File: src/rtl/noc_packetizer.sv
// NoC packetizer: turns a packet request (destination + length) and a stream
// of payload words into a head/body/tail flit sequence. Flits go out through
// one output register that can be reloaded in the same cycle it drains, so a
// packet streams at one flit per cycle.
module noc_packetizer (
    input  logic        clk,
    input  logic        rst,
    input  logic        req_valid,
    output logic        req_ready,
    input  logic [29:0] req_dest_x,
    input  logic [29:0] req_dest_y,
    input  logic [3:0]  req_len,
    input  logic        pay_valid,
    output logic        pay_ready,
    input  logic [63:0] pay_data,
    output logic        flit_valid,
    input  logic        flit_ready,
    output logic [63:0] flit_data,
    output logic [1:0]  flit_type,
    output logic        busy,
    output logic [15:0] pkt_count
);

    typedef enum logic {
        IDLE = 1'b0,
        BODY = 1'b1
    } state_t;

    localparam logic [1:0] TYPE_HEAD      = 2'b00;
    localparam logic [1:0] TYPE_BODY      = 2'b01;
    localparam logic [1:0] TYPE_TAIL      = 2'b10;
    localparam logic [1:0] TYPE_HEAD_TAIL = 2'b11;

    state_t     state_reg;
    logic [3:0] rem_reg;

    logic out_free;
    logic req_fire;
    logic pay_fire;
    logic flit_fire;

    // The output register can take a new flit if it is empty or draining now.
    assign out_free  = !flit_valid || flit_ready;
    assign req_ready = (state_reg == IDLE) && out_free;
    assign pay_ready = (state_reg == BODY) && out_free;
    assign req_fire  = req_valid && req_ready;
    assign pay_fire  = pay_valid && pay_ready;
    assign flit_fire = flit_valid && flit_ready;
    assign busy      = (state_reg == BODY) || flit_valid;

    // Packet FSM, output flit register and completed-packet counter.
    always_ff @(posedge clk or posedge rst) begin
        if (rst) begin
            state_reg  <= IDLE;
            rem_reg    <= 4'd0;
            flit_valid <= 1'b0;
            flit_data  <= 64'd0;
            flit_type  <= TYPE_HEAD;
            pkt_count  <= 16'd0;
        end else begin
            // A packet completes when its tail (or single head+tail) flit is taken.
            if (flit_fire && flit_type[1]) begin
                pkt_count <= pkt_count + 16'd1;
            end

            if (req_fire) begin
                flit_valid <= 1'b1;
                flit_data  <= {4'b0000, req_dest_y, req_dest_x};
                if (req_len == 4'd0) begin
                    flit_type <= TYPE_HEAD_TAIL;
                end else begin
                    flit_type <= TYPE_HEAD;
                    rem_reg   <= req_len;
                    state_reg <= BODY;
                end
            end else if (pay_fire) begin
                flit_valid <= 1'b1;
                flit_data  <= pay_data;
                rem_reg    <= rem_reg - 4'd1;
                if (rem_reg == 4'd1) begin
                    flit_type <= TYPE_TAIL;
                    state_reg <= IDLE;
                end else begin
                    flit_type <= TYPE_BODY;
                end
            end else if (flit_fire) begin
                // Drained with nothing to replace it: register becomes empty.
                flit_valid <= 1'b0;
            end
        end
    end

endmodule

File: config.mk
export PLATFORM = sky130hd
export DESIGN_NAME = noc_packetizer
export DESIGN_NICKNAME = d
export VERILOG_FILES = /design/src/rtl/noc_packetizer.sv
export SDC_FILE = /design/constraint.sdc
export NUM_CORES = 1
export LEC_CHECK = 0
export BUFFER_PORTS_ARGS = -buffer_cell sky130_fd_sc_hd__buf_4
export CORE_MARGIN = 2
export CORE_UTILIZATION = 46
export CTS_BUF_LIST = sky130_fd_sc_hd__clkbuf_8
export DETAILED_ROUTE_END_ITERATION = 8
export PLACE_DENSITY = 0.93
export REMOVE_ABC_BUFFERS = 1
export SLEW_MARGIN = 20
export SYNTH_ARGS = -nofsm -noshare
export SYNTH_HDL_FRONTEND = slang
export SYNTH_SLANG_ARGS = --single-unit
File: constraint.sdc
create_clock -name clk -period 3.1 [get_ports clk]
set_clock_uncertainty 0.1 [all_clocks]
set_input_delay 0 -clock clk [delete_from_list [all_inputs] [get_ports clk]]
set_output_delay 0 -clock clk [all_outputs]
set_load 0.01 [all_outputs]
== Word level (Yosys, flattened, before mapping) ==
Index checks and enable logic that the tools add are counted.
Operators by class
  $add $sub $neg: 2
  eq/ne operators: 2
  mux-type cells: 16
  bitwise logic cells: 1
  reduce and logical (&&, ||, !) cells: 15
Operator list (count)
  $mux W64: 2
  $add A16 B1 Y16 const B: 1
  $mux W4: 3
  $mux W2: 4
  $mux W1: 7
  $logic_and A1 B1 Y1: 6
  $eq A4 B1 Y1 const B: 1
  $logic_not A4 Y1: 1
  $reduce_bool A2 Y1: 2
  $sub A4 B1 Y4 const B: 1
  $reduce_and A3 Y1: 1
  $reduce_bool A3 Y1: 1
  $logic_or A1 B1 Y1: 2
  $ne A2 B2 Y1 const B: 1
  $reduce_and A2 Y1: 1
  $logic_not A1 Y1: 1
  $not A1 Y1: 1
Storage, ports and cells
  flip-flop bits (word level): 88
  word-level logic and storage cells: 42

== Depth between registers and ports, before layout ==
Gate-level depths: netlist of the first run.
  depth in word-level cells: 6
  depth in mapped cells: 7
  mapped depth without buffers: 5

== Worst setup path after synthesis of the first run ==
No wires, ideal clock.
  path type: register -> register
  from: reg flit_valid
  to: reg rem_reg[0]
  library setup time: 0.126 ns
  data arrival time: 1.314 ns
  required time: 2.874 ns
  path slack: 1.560 ns
  cell stages (with the launch flop): 7
  buffers on the path: 2
  clock period less this slack: 1.540 ns
  cells stage by stage: dfrtp_1 -> nand2b_1 -> nand3_2 -> buf_6 -> buf_4 -> nor2_1 -> a221o_1
Between the ends
  longest elaborated chain between the ends: 6
  elaborated cells on any way between the ends: 10
RTL lines
  start: declaration: line 16  | output logic flit_valid,
  start signal: assignment: line 56  | flit_valid <= 1'b0;
  start signal: assignment: line 67  | flit_valid <= 1'b1;
  start signal: assignment: line 77  | flit_valid <= 1'b1;
  $logic_not A1 Y1 (*): line 43  | assign out_free = !flit_valid || flit_ready;
  $logic_or A1 B1 Y1 (*): line 43
  $logic_and A1 B1 Y1, on equally long branches: line 44, 45
  $logic_and A1 B1 Y1, on equally long branches: line 46, 47
  $ne A2 B2 Y1 (no source line) / $reduce_bool A2 Y1 (equally long branches)
  $reduce_and A2 Y1 (no source line)
  end signal: assignment: line 73  | rem_reg <= req_len;
  end signal: assignment: line 79  | rem_reg <= rem_reg - 4'd1;
  end: declaration: line 35  | logic [3:0] rem_reg;
Every way passes the cells marked *; elsewhere a longest branch is shown, timed or not.
A chain may end at the register's enable or synchronous reset.

== Final worst setup path of the first run ==
  from: reg flit_valid
  to: reg flit_data[11]
Between the ends
  longest elaborated chain between the ends: 5
  elaborated cells on any way between the ends: 8
RTL lines
  $logic_not A1 Y1 (*): line 43
  $logic_or A1 B1 Y1 (*): line 43
  $logic_and A1 B1 Y1, on equally long branches: line 44, 45
  $logic_and A1 B1 Y1, on equally long branches: line 46, 47
  $mux W64 / $reduce_bool A2 Y1 (equally long branches)
  end signal: assignment: line 68  | flit_data <= {4'b0000, req_dest_y, req_dest_x};
  end signal: assignment: line 78  | flit_data <= pay_data;
  end: declaration: line 18  | output logic [63:0] flit_data,
Marks and branches as above.

==> results_dict.tcl, run 1 <==
set metrics [dict create \
    status "finished, final reports clean" \
    mostFrequentLayoutCells "buf_4 (225), dlygate4sd3_1 (130), dfrtp_1 (88)" \
    dpl_worst_slack_ns 1.16 \
    grt_pass1_vias 4857 \
    die_y_um 98.2 \
    dr_total_vias 4381 \
    rsz0062_at_grt "false" \
    arrival_ns 2.71 \
    ant_nets 0 \
    hold_path.class "input pin to async pin" \
    track_usage_pct 31.7 \
    synth_warnings 0 \
    cts_tree "done" \
    coreArea_mm2 0.00868 \
    worst-slew-pin-transition_ns 0.736 \
    netlist_instances 368 \
    cp-end-kind "flop" \
    cts_setup_buffers 0 \
    multi_input_area_mm2 0.00170 \
    cts_buffer_depth 2 \
    die_x_um 98.2 \
    routed_wl_um 15300 \
    drc 0 \
    maxCapViolations 0 \
    crit_path_start_kind "flop" \
    nets 848 \
    wire_per_inst_um 18.5 \
    grt_overflow_total 0 \
    area_growth_pct 77.5 \
    ctsRootBufferMaster "clkbuf_8" \
    synth_cell_type_count 38 \
    power_density_mw_per_mm2 829 \
    ios 219 \
    routed_via_density 5.31 \
    first_pass_iters 4 \
    diodes 0 \
    drv_slew 0 \
    grt_max_degree 62 \
    final_common_cell "buf_4" \
    utilization_pct 83.5 \
    fin_area_mm2 0.00725 \
    cts_inserted_buffers 9 \
    largest_register_ffs 64 \
    regArea_mm2 0.00220 \
    clk_latency_ns 0.35 \
    fmax_mhz 386 \
    dp_hpwl_um 8390 \
    nFillCells 444 \
    ys_seq_area_share_pct 53.9 \
    drive_above_1_share_pct 35.1 \
    antenna_found_initial 0 \
    worst_ir_drop_vdd_uv 522 \
    path_class "flop to flop" \
    clock-sinks 88 \
    grt_first_pass_wirelength_um 24000 \
    initial_core_util_pct 47.1 \
    dieArea_mm2 0.00965 \
    min_period_ns 2.59 \
    first_iter_violations 118 \
    postSynthAreaPerCell_um2 11.1 \
    synth.cell_area_mm2 0.00408 \
    max_slew_margin_pct 50.7 \
    portBuffers 218 \
    hold_violations 0 \
    leakage_nw 3.61 \
    crit_path_max_fanout 27 \
    cp.required_ns 3.22 \
    dpl_cell_area_mm2 0.00575 \
    h-tree-depth 3 \
    setup_ws_ns 0.509 \
    gp_congestion 0.836 \
    final.setup.tns_ns 0 \
    clk_pin_slew_ns 0.10 \
    ys_ff_latch 88 \
    rows 34 \
    setup_viol 0 \
    finalCritPeriodShare_pct 83.6 \
    ctsResizeCount 0 \
]
==> critical path: stages, from the launching register on <==
cell           delay [ns]
dfrtp_1              0.45
nand2b_1             0.15
and3_1               0.36
buf_4                0.44
mux2i_1              0.27
o21ai_1              0.09
dlygate4sd3_1        0.60
==> stage by stage <==
stage | power (mW) | instances | hold slack (ns)
2_1_floorplan | 3.12 | 346 | 0.0225
3_3_place_gp | 4.18 | 679 | -0.110
3_5_place_dp | 4.30 | 679 | -0.107
4_1_cts | 5.82 | 825 | 0.0629
5_1_grt | 6.31 | 825 | 0.103
6_report | 6.01 | 825 | 0.0705
==> metal layers <==
| layer | up-vias | GRT usage, % | part of all wire [%] |
|---|---|---|---|
| met1 | 2088 | 34.1 | 34 |
| met4 | 0 | 18.4 | 5.7 |
| li1 | 1968 | - | - |
| met5 | - | 0 | 0 |
| met3 | 76 | 5.87 | 6.5 |
| met2 | 249 | 57.9 | 53 |
==> repair_timing <==
action	CTS	global route
hold buffers	130	0
endpoints found under the hold margin	145	0
setup endpoints to repair	0	0
==> power breakdown <==
group          leakage [nW]  switching (mW)  total, mW  internal (mW)
logic                  2.44            1.34       3.18           1.83
clock network         0.101           0.415      0.806          0.391
registers              1.07           0.384       2.03           1.64
==> worst paths after layout <==
| check | slack (ns) | to | startpoint | cells past startpoint |
|---|---|---|---|---|
| max | 0.51 | flit_data[11] | flit_valid | 6 |
| min | 0.07 | flit_data[7] | rst | 3 |
| max reg2reg | 0.51 | flit_data[11] | flit_valid | 6 |
| min reg2reg | 0.39 | pkt_count[7] | pkt_count[7] | 1 |
| max in group asynchronous | 2.01 | flit_data[48] | rst | 4 |
| min in group clk | 0.12 | flit_type[0] | req_valid | 4 |
==> cell families after synthesis <==
logic type	after synthesis	share of synthesized area, %
buffers and inverters	27	4.41
multiplexers	56	13.8
flip-flops	88	53.9
AND/OR/NAND/NOR	102	12.3
XOR/XNOR	15	3.22
adder cells (fa/ha/maj)	3	0.919
AO/OA/AOI/OAI	77	11.4
==> synth_stat cells (all sizes together) <==
cell / n / area (um^2)
and3: 4 / 25.0
xnor2: 11 / 96.3
xor2: 4 / 35.0
nor3: 5 / 35.0
mux2: 1 / 11.3
and2: 1 / 6.26
inv: 5 / 18.8
mux2i: 55 / 551
a221o: 3 / 30.0
a22o: 9 / 78.8
nor4b: 1 / 15.0
a211oi: 1 / 12.5
nand4: 3 / 18.8
or2: 1 / 6.26
ha: 3 / 37.5
nor4: 1 / 6.26
o22ai: 2 / 12.5
and2b: 1 / 10.0
clkbuf: 5 / 18.8
nor2: 10 / 53.8
nor3b: 1 / 7.51
nand3: 6 / 40.0
or3: 1 / 6.26
o21ai: 56 / 280
buf: 17 / 143
and4: 3 / 26.3
nand2b: 2 / 15.0
dfrtp: 88 / 2200
a21o: 5 / 37.5
a221oi: 1 / 15.0
nand2: 62 / 233
==> final cells by class <==
class / count / area share (%)
Sequential cell: 88 / 30.4
Multi-Input combinational cell: 253 / 23.5
Timing Repair Buffer: 355 / 41.3
Clock inverter: 6 / 0.846
Clock buffer: 10 / 1.90
Tap cell: 108 / 1.86
Inverter: 5 / 0.276
Power figures use the tool's default switching activity.
==> inputs of run 2 (changes only) <==
CORE_UTILIZATION = 42   (was 46)
PLACE_DENSITY = 0.9   (was 0.93)
clock period = 2.2 ns   (was 3.1 ns; I/O delays follow)
==> results_dict.tcl, run 2 (same netlist as run 1, synthesis figures left out) <==
set metrics [dict create \
    dp.cells 700 \
    die_y_um 103 \
    routed_via_density 5.32 \
    final_common_cell "buf_4" \
    track_usage_pct 29.9 \
    report.power.total_mw 8.63 \
    setup_viol 0 \
    grt_overflow_total 0 \
    cts_inserted_buffers 9 \
    leakage_nw 3.72 \
    area_growth_pct 84.7 \
    hold_violations 0 \
    clk_pin_slew_ns 0.09 \
    rows 35 \
    clock-sinks 88 \
    portBuffers 218 \
    rsz0062_at_grt "true" \
    dr_total_vias 4544 \
    coreArea_mm2 0.00933 \
    routed_wl_um 16500 \
    crit_path_start_kind "flop" \
    drive_above_1_share_pct 36.6 \
    cp.required_ns 2.34 \
    setup_ws_ns 0.0160 \
    worst_ir_drop_vdd_uv 638 \
    initial_core_util_pct 43.8 \
    first_iter_violations 188 \
    hold_path.class "input pin to flop" \
    die_x_um 103 \
    finalCritPeriodShare_pct 99.3 \
    gp_congestion 0.761 \
    mostFrequentLayoutCells "buf_4 (224), dlygate4sd3_1 (130), dfrtp_1 (86)" \
    ios 219 \
    drv_slew 0 \
    power_density_mw_per_mm2 1140 \
    dp_hpwl_um 8120 \
    max_slew_margin_pct 55.9 \
    crit_path_max_fanout 30 \
    drc 0 \
    wire_per_inst_um 19.4 \
    grt_max_degree 60 \
    path_class "flop to flop" \
    maxCapViolations 0 \
    grt_first_pass_wirelength_um 24000 \
    cts_buffer_depth 2 \
    ctsRootBufferMaster "clkbuf_8" \
    arrival_ns 2.32 \
    ant_nets 0 \
    grt_pass1_vias 4769 \
    largest_register_ffs 64 \
    h-tree-depth 3 \
    status "finished, final reports clean" \
    worst-slew-pin-transition_ns 0.656 \
    nFillCells 501 \
    cts_tree "done" \
    dpl_worst_slack_ns 0.453 \
    cp-end-kind "flop" \
    antenna_found_initial 1 \
    clk_latency_ns 0.34 \
    min_period_ns 2.18 \
    hold_ws_ns 0.101 \
    first_pass_iters 4 \
    fmax_mhz 458 \
    final_cells 854 \
    nets 857 \
    dieArea_mm2 0.0105 \
]
-- run 2: area by class of cell --
type | instances | area, um^2 | share of cell area [%]
Clock buffer | 9 | 124 | 1.64
Tap cell | 129 | 161 | 2.14
Clock inverter | 5 | 98.8 | 1.31
Multi-Input combinational cell | 254 | 1750 | 23.2
Sequential cell | 88 | 2200 | 29.2
Timing Repair Buffer | 363 | 3180 | 42.2
Antenna cell | 1 | 2.50 | 0.0332
Inverter | 5 | 20.0 | 0.265
-- run 2: final timing paths --
check	startpoint	cells after the start	end	slack, ns
max	flit_valid	6	flit_data[0]	0.02
min	req_valid	4	flit_type[1]	0.10
max reg2reg	flit_valid	6	flit_data[0]	0.02
min reg2reg	pkt_count[15]	1	pkt_count[15]	0.40
max in group asynchronous	rst	4	flit_data[6]	1.00
min in group asynchronous	rst	3	flit_data[26]	0.14
-- run 2: layer usage --
layer  part of all wire (%)  global-route usage, %
met5                      0                      0
met1                     36                   34.3
met2                     51                   51.5
met4                    5.1                   16.8
met3                    7.9                   6.92
-- run 2: power breakdown --
part	switching [mW]	leakage [nW]	internal (mW)	total, mW
Sequential	0.566	1.07	2.32	2.89
Clock	0.549	0.116	0.737	1.29
Combinational	1.95	2.53	2.51	4.46
-- run 2: what timing repair did --
action                                  CTS  global route
endpoints found under the setup margin    0            34
resized for setup                         0             9
setup buffers                             0             4
hold endpoints to repair                101             0
hold buffers                            130             0
-- run 2: per-stage QoR --
stage / instance area, um^2 / TNS [ns] / utilization [%]
after floorplan: 3920 / -18.04 / -
after global placement: 5820 / 0 / 62.4
after detailed placement: 5820 / 0 / 62.4
after CTS: 7350 / 0 / 78.8
after global routing: 7540 / -0.0705 / 80.9
final: 7540 / 0 / 80.9
-- run 2: worst max-delay path, cell delays in order (launching register included) --
cell and delay [ns]:
dfrtp_2 0.45, and2b_4 0.24, nor2_8 0.07, buf_12 0.17, a22o_1 0.26, dlygate4sd3_1 0.61, a21o_1 0.19
==> inputs of run 3 (changes only) <==
--- a/config.mk
+++ b/config.mk
@@ -6,8 +6,10 @@
 export NUM_CORES = 1
 export LEC_CHECK = 0
+export ABC_AREA = 1
 export BUFFER_PORTS_ARGS = -buffer_cell sky130_fd_sc_hd__buf_4
 export CORE_MARGIN = 2
 export CORE_UTILIZATION = 42
 export CTS_BUF_LIST = sky130_fd_sc_hd__clkbuf_8
+export CTS_CLUSTER_SIZE = 28
 export DETAILED_ROUTE_END_ITERATION = 8
 export PLACE_DENSITY = 0.9
==> constraint.sdc (replaced) <==
create_clock -name clk -period 2.2 [get_ports clk]
set_clock_uncertainty 0.1 [all_clocks]
set_input_delay 0 -clock clk [delete_from_list [all_inputs] [get_ports clk]]
set_output_delay 0 -clock clk [all_outputs]
set_load 0.1 [all_outputs]
==> results_dict.tcl, run 3 <==
set metrics [dict create \
    cts_tree "done" \
    hold_path.class "input pin to async pin" \
    cp_slowest_stage_delay_ns 0.59 \
    cp_num_buf_inv 2 \
    crit_path_start_kind "flop" \
    first_iter_violations 235 \
    postSynthAreaPerCell_um2 8.18 \
    arrival_ns 2.22 \
    fmax_mhz 480 \
    dieArea_mm2 0.0105 \
    synth_warnings 0 \
    grt_pass1_vias 5196 \
    rows 36 \
    ctsRootBufferMaster "clkbuf_8" \
    first_pass_iters 6 \
    critPathTopFamily "buffers and inverters" \
    finalCritPeriodShare_pct 94.8 \
    ant_nets 0 \
    synth_common_cells "nand2_1 (128), dfrtp_1 (88), nor2_1 (70), o21ai_0 (55), a21oi_1 (53)" \
    synth_cell_type_count 24 \
    dp_hpwl_um 9080 \
    final_common_cell "buf_4" \
    portBuffers 218 \
    cts_buffer_depth 2 \
    final_cells 984 \
    cp.required_ns 2.33 \
    rsz0062_at_grt "false" \
    nFillCells 564 \
    path_class "flop to flop" \
    utilization_pct 78.3 \
    diodes 0 \
    h-tree-depth 3 \
    maxCapViolations 0 \
    ys_seq_area_share_pct 53.9 \
    synth.cell_area_mm2 0.00409 \
    synth_edf_count 0 \
    die_x_um 103 \
    netlist_instances 500 \
    yosysTopAreaCell "dfrtp_1" \
    synth_flop_cell "dfrtp_1" \
    async_flop_share_pct 100 \
    track_usage_pct 30.9 \
    crit_path_max_fanout 32 \
    synthTopCellsByArea "dfrtp_1 (54%), nand2_1 (12%), o21ai_0 (6.7%), a21oi_1 (6.5%), nor2_1 (6.4%)" \
    dp.cells 835 \
    drc 0 \
    cts_inserted_buffers 9 \
    initial_core_util_pct 42.6 \
    coreArea_mm2 0.00959 \
    hold_violations 0 \
    nets 983 \
    antenna_found_initial 0 \
    ios 219 \
    crit_chain "nand2_2, nand3_2, buf_6, o21ai_1, a21oi_2, dlygate4sd3_1" \
    clock-sinks 88 \
    grt_first_pass_wirelength_um 25100 \
    crit_slowest_cell "dlygate4sd3_1" \
    drive_above_1_share_pct 30.7 \
    setup_ws_ns 0.115 \
    drv_slew 0 \
    dpl_worst_slack_ns 0.605 \
    routed_via_density 5.27 \
    dr_total_vias 5183 \
    mostFrequentLayoutCells "buf_4 (222), dlygate4sd3_1 (130), nand2_1 (128)" \
    die_y_um 103 \
    min_period_ns 2.08 \
    synth_most_common_cell "nand2_1" \
    ys_ff_latch 88 \
    setup_viol 0 \
    grt_max_degree 56 \
    worst-slew-pin-transition_ns 0.479 \
    clk_latency_ns 0.36 \
    cp-end-kind "flop" \
    area_growth_pct 83.7 \
    status "finished, final reports clean" \
    max_slew_margin_pct 68.0 \
    gp_congestion 0.804 \
    routed_wl_um 17200 \
    largest_register_ffs 64 \
    wire_per_inst_um 17.4 \
    synth_top_area_share_pct 53.9 \
    clk_pin_slew_ns 0.09 \
    grt_overflow_total 0 \
]
run 3: cell type report:
class                   instances  area, um^2  area share (%)
clock inverters                 4        68.8           0.916
repair buffers                361        3150            41.9
well taps                     133         166            2.22
flip-flops and latches         88        2200            29.3
inverters                      24        93.8            1.25
clock buffers                  11         151            2.02
multi-input cells             363        1680            22.4
run 3: repair_timing:
| action | CTS | global route |
|---|---|---|
| endpoints found under the setup margin | 0 | 50 |
| hold buffers | 130 | 0 |
| setup buffers | 0 | 1 |
| gates resized for setup | 0 | 16 |
| endpoints found under the hold margin | 160 | 0 |
run 3: final timing paths:
check,startpoint,slack (ns),depth (start not counted),end
max,flit_valid,0.12,6,flit_data[54]
min,rst,0.03,3,flit_data[12]
max reg2reg,flit_valid,0.12,6,flit_data[54]
min reg2reg,flit_data[63],0.39,2,flit_data[63]
max in group asynchronous,rst,1.21,4,flit_data[17]
min in group clk,req_valid,0.13,5,state_reg
run 3: kinds of logic after synthesis:
logic type | count (synthesis) | synth area share (%)
fa+ha+maj | 3 | 0.918
buf+inv | 49 | 5.36
compound gates | 115 | 14.2
simple gates | 234 | 23.3
flops | 88 | 53.9
xor+xnor | 11 | 2.36
run 3: metrics by stage:
| stage | area [um^2] | TNS (ns) | hold WS [ns] |
|---|---|---|---|
| CTS | 7380 | 0 | 0.0180 |
| floorplan | 3960 | -57.01 | 0.0171 |
| global route | 7510 | 0 | 0.0392 |
| finish | 7510 | 0 | 0.0332 |
| detailed placement | 5860 | 0 | -0.147 |
| global placement | 5860 | 0 | -0.147 |
run 3: layer usage:
layer	routed length [um]	GRT usage (%)
met5	0	0
met4	865	17.5
met3	1590	8.07
met2	8690	54.4
met1	6000	33.8
run 3: tightest hold or removal path, stage by stage:
cell and delay, ns:
dlygate4sd3_1 0.54, buf_4 0.14, clkinv_2 0.20
Power of run 3 is left out: the tool's default activity adds up to more than one toggle a clock period on the data nets, which glitch-free logic cannot reach.
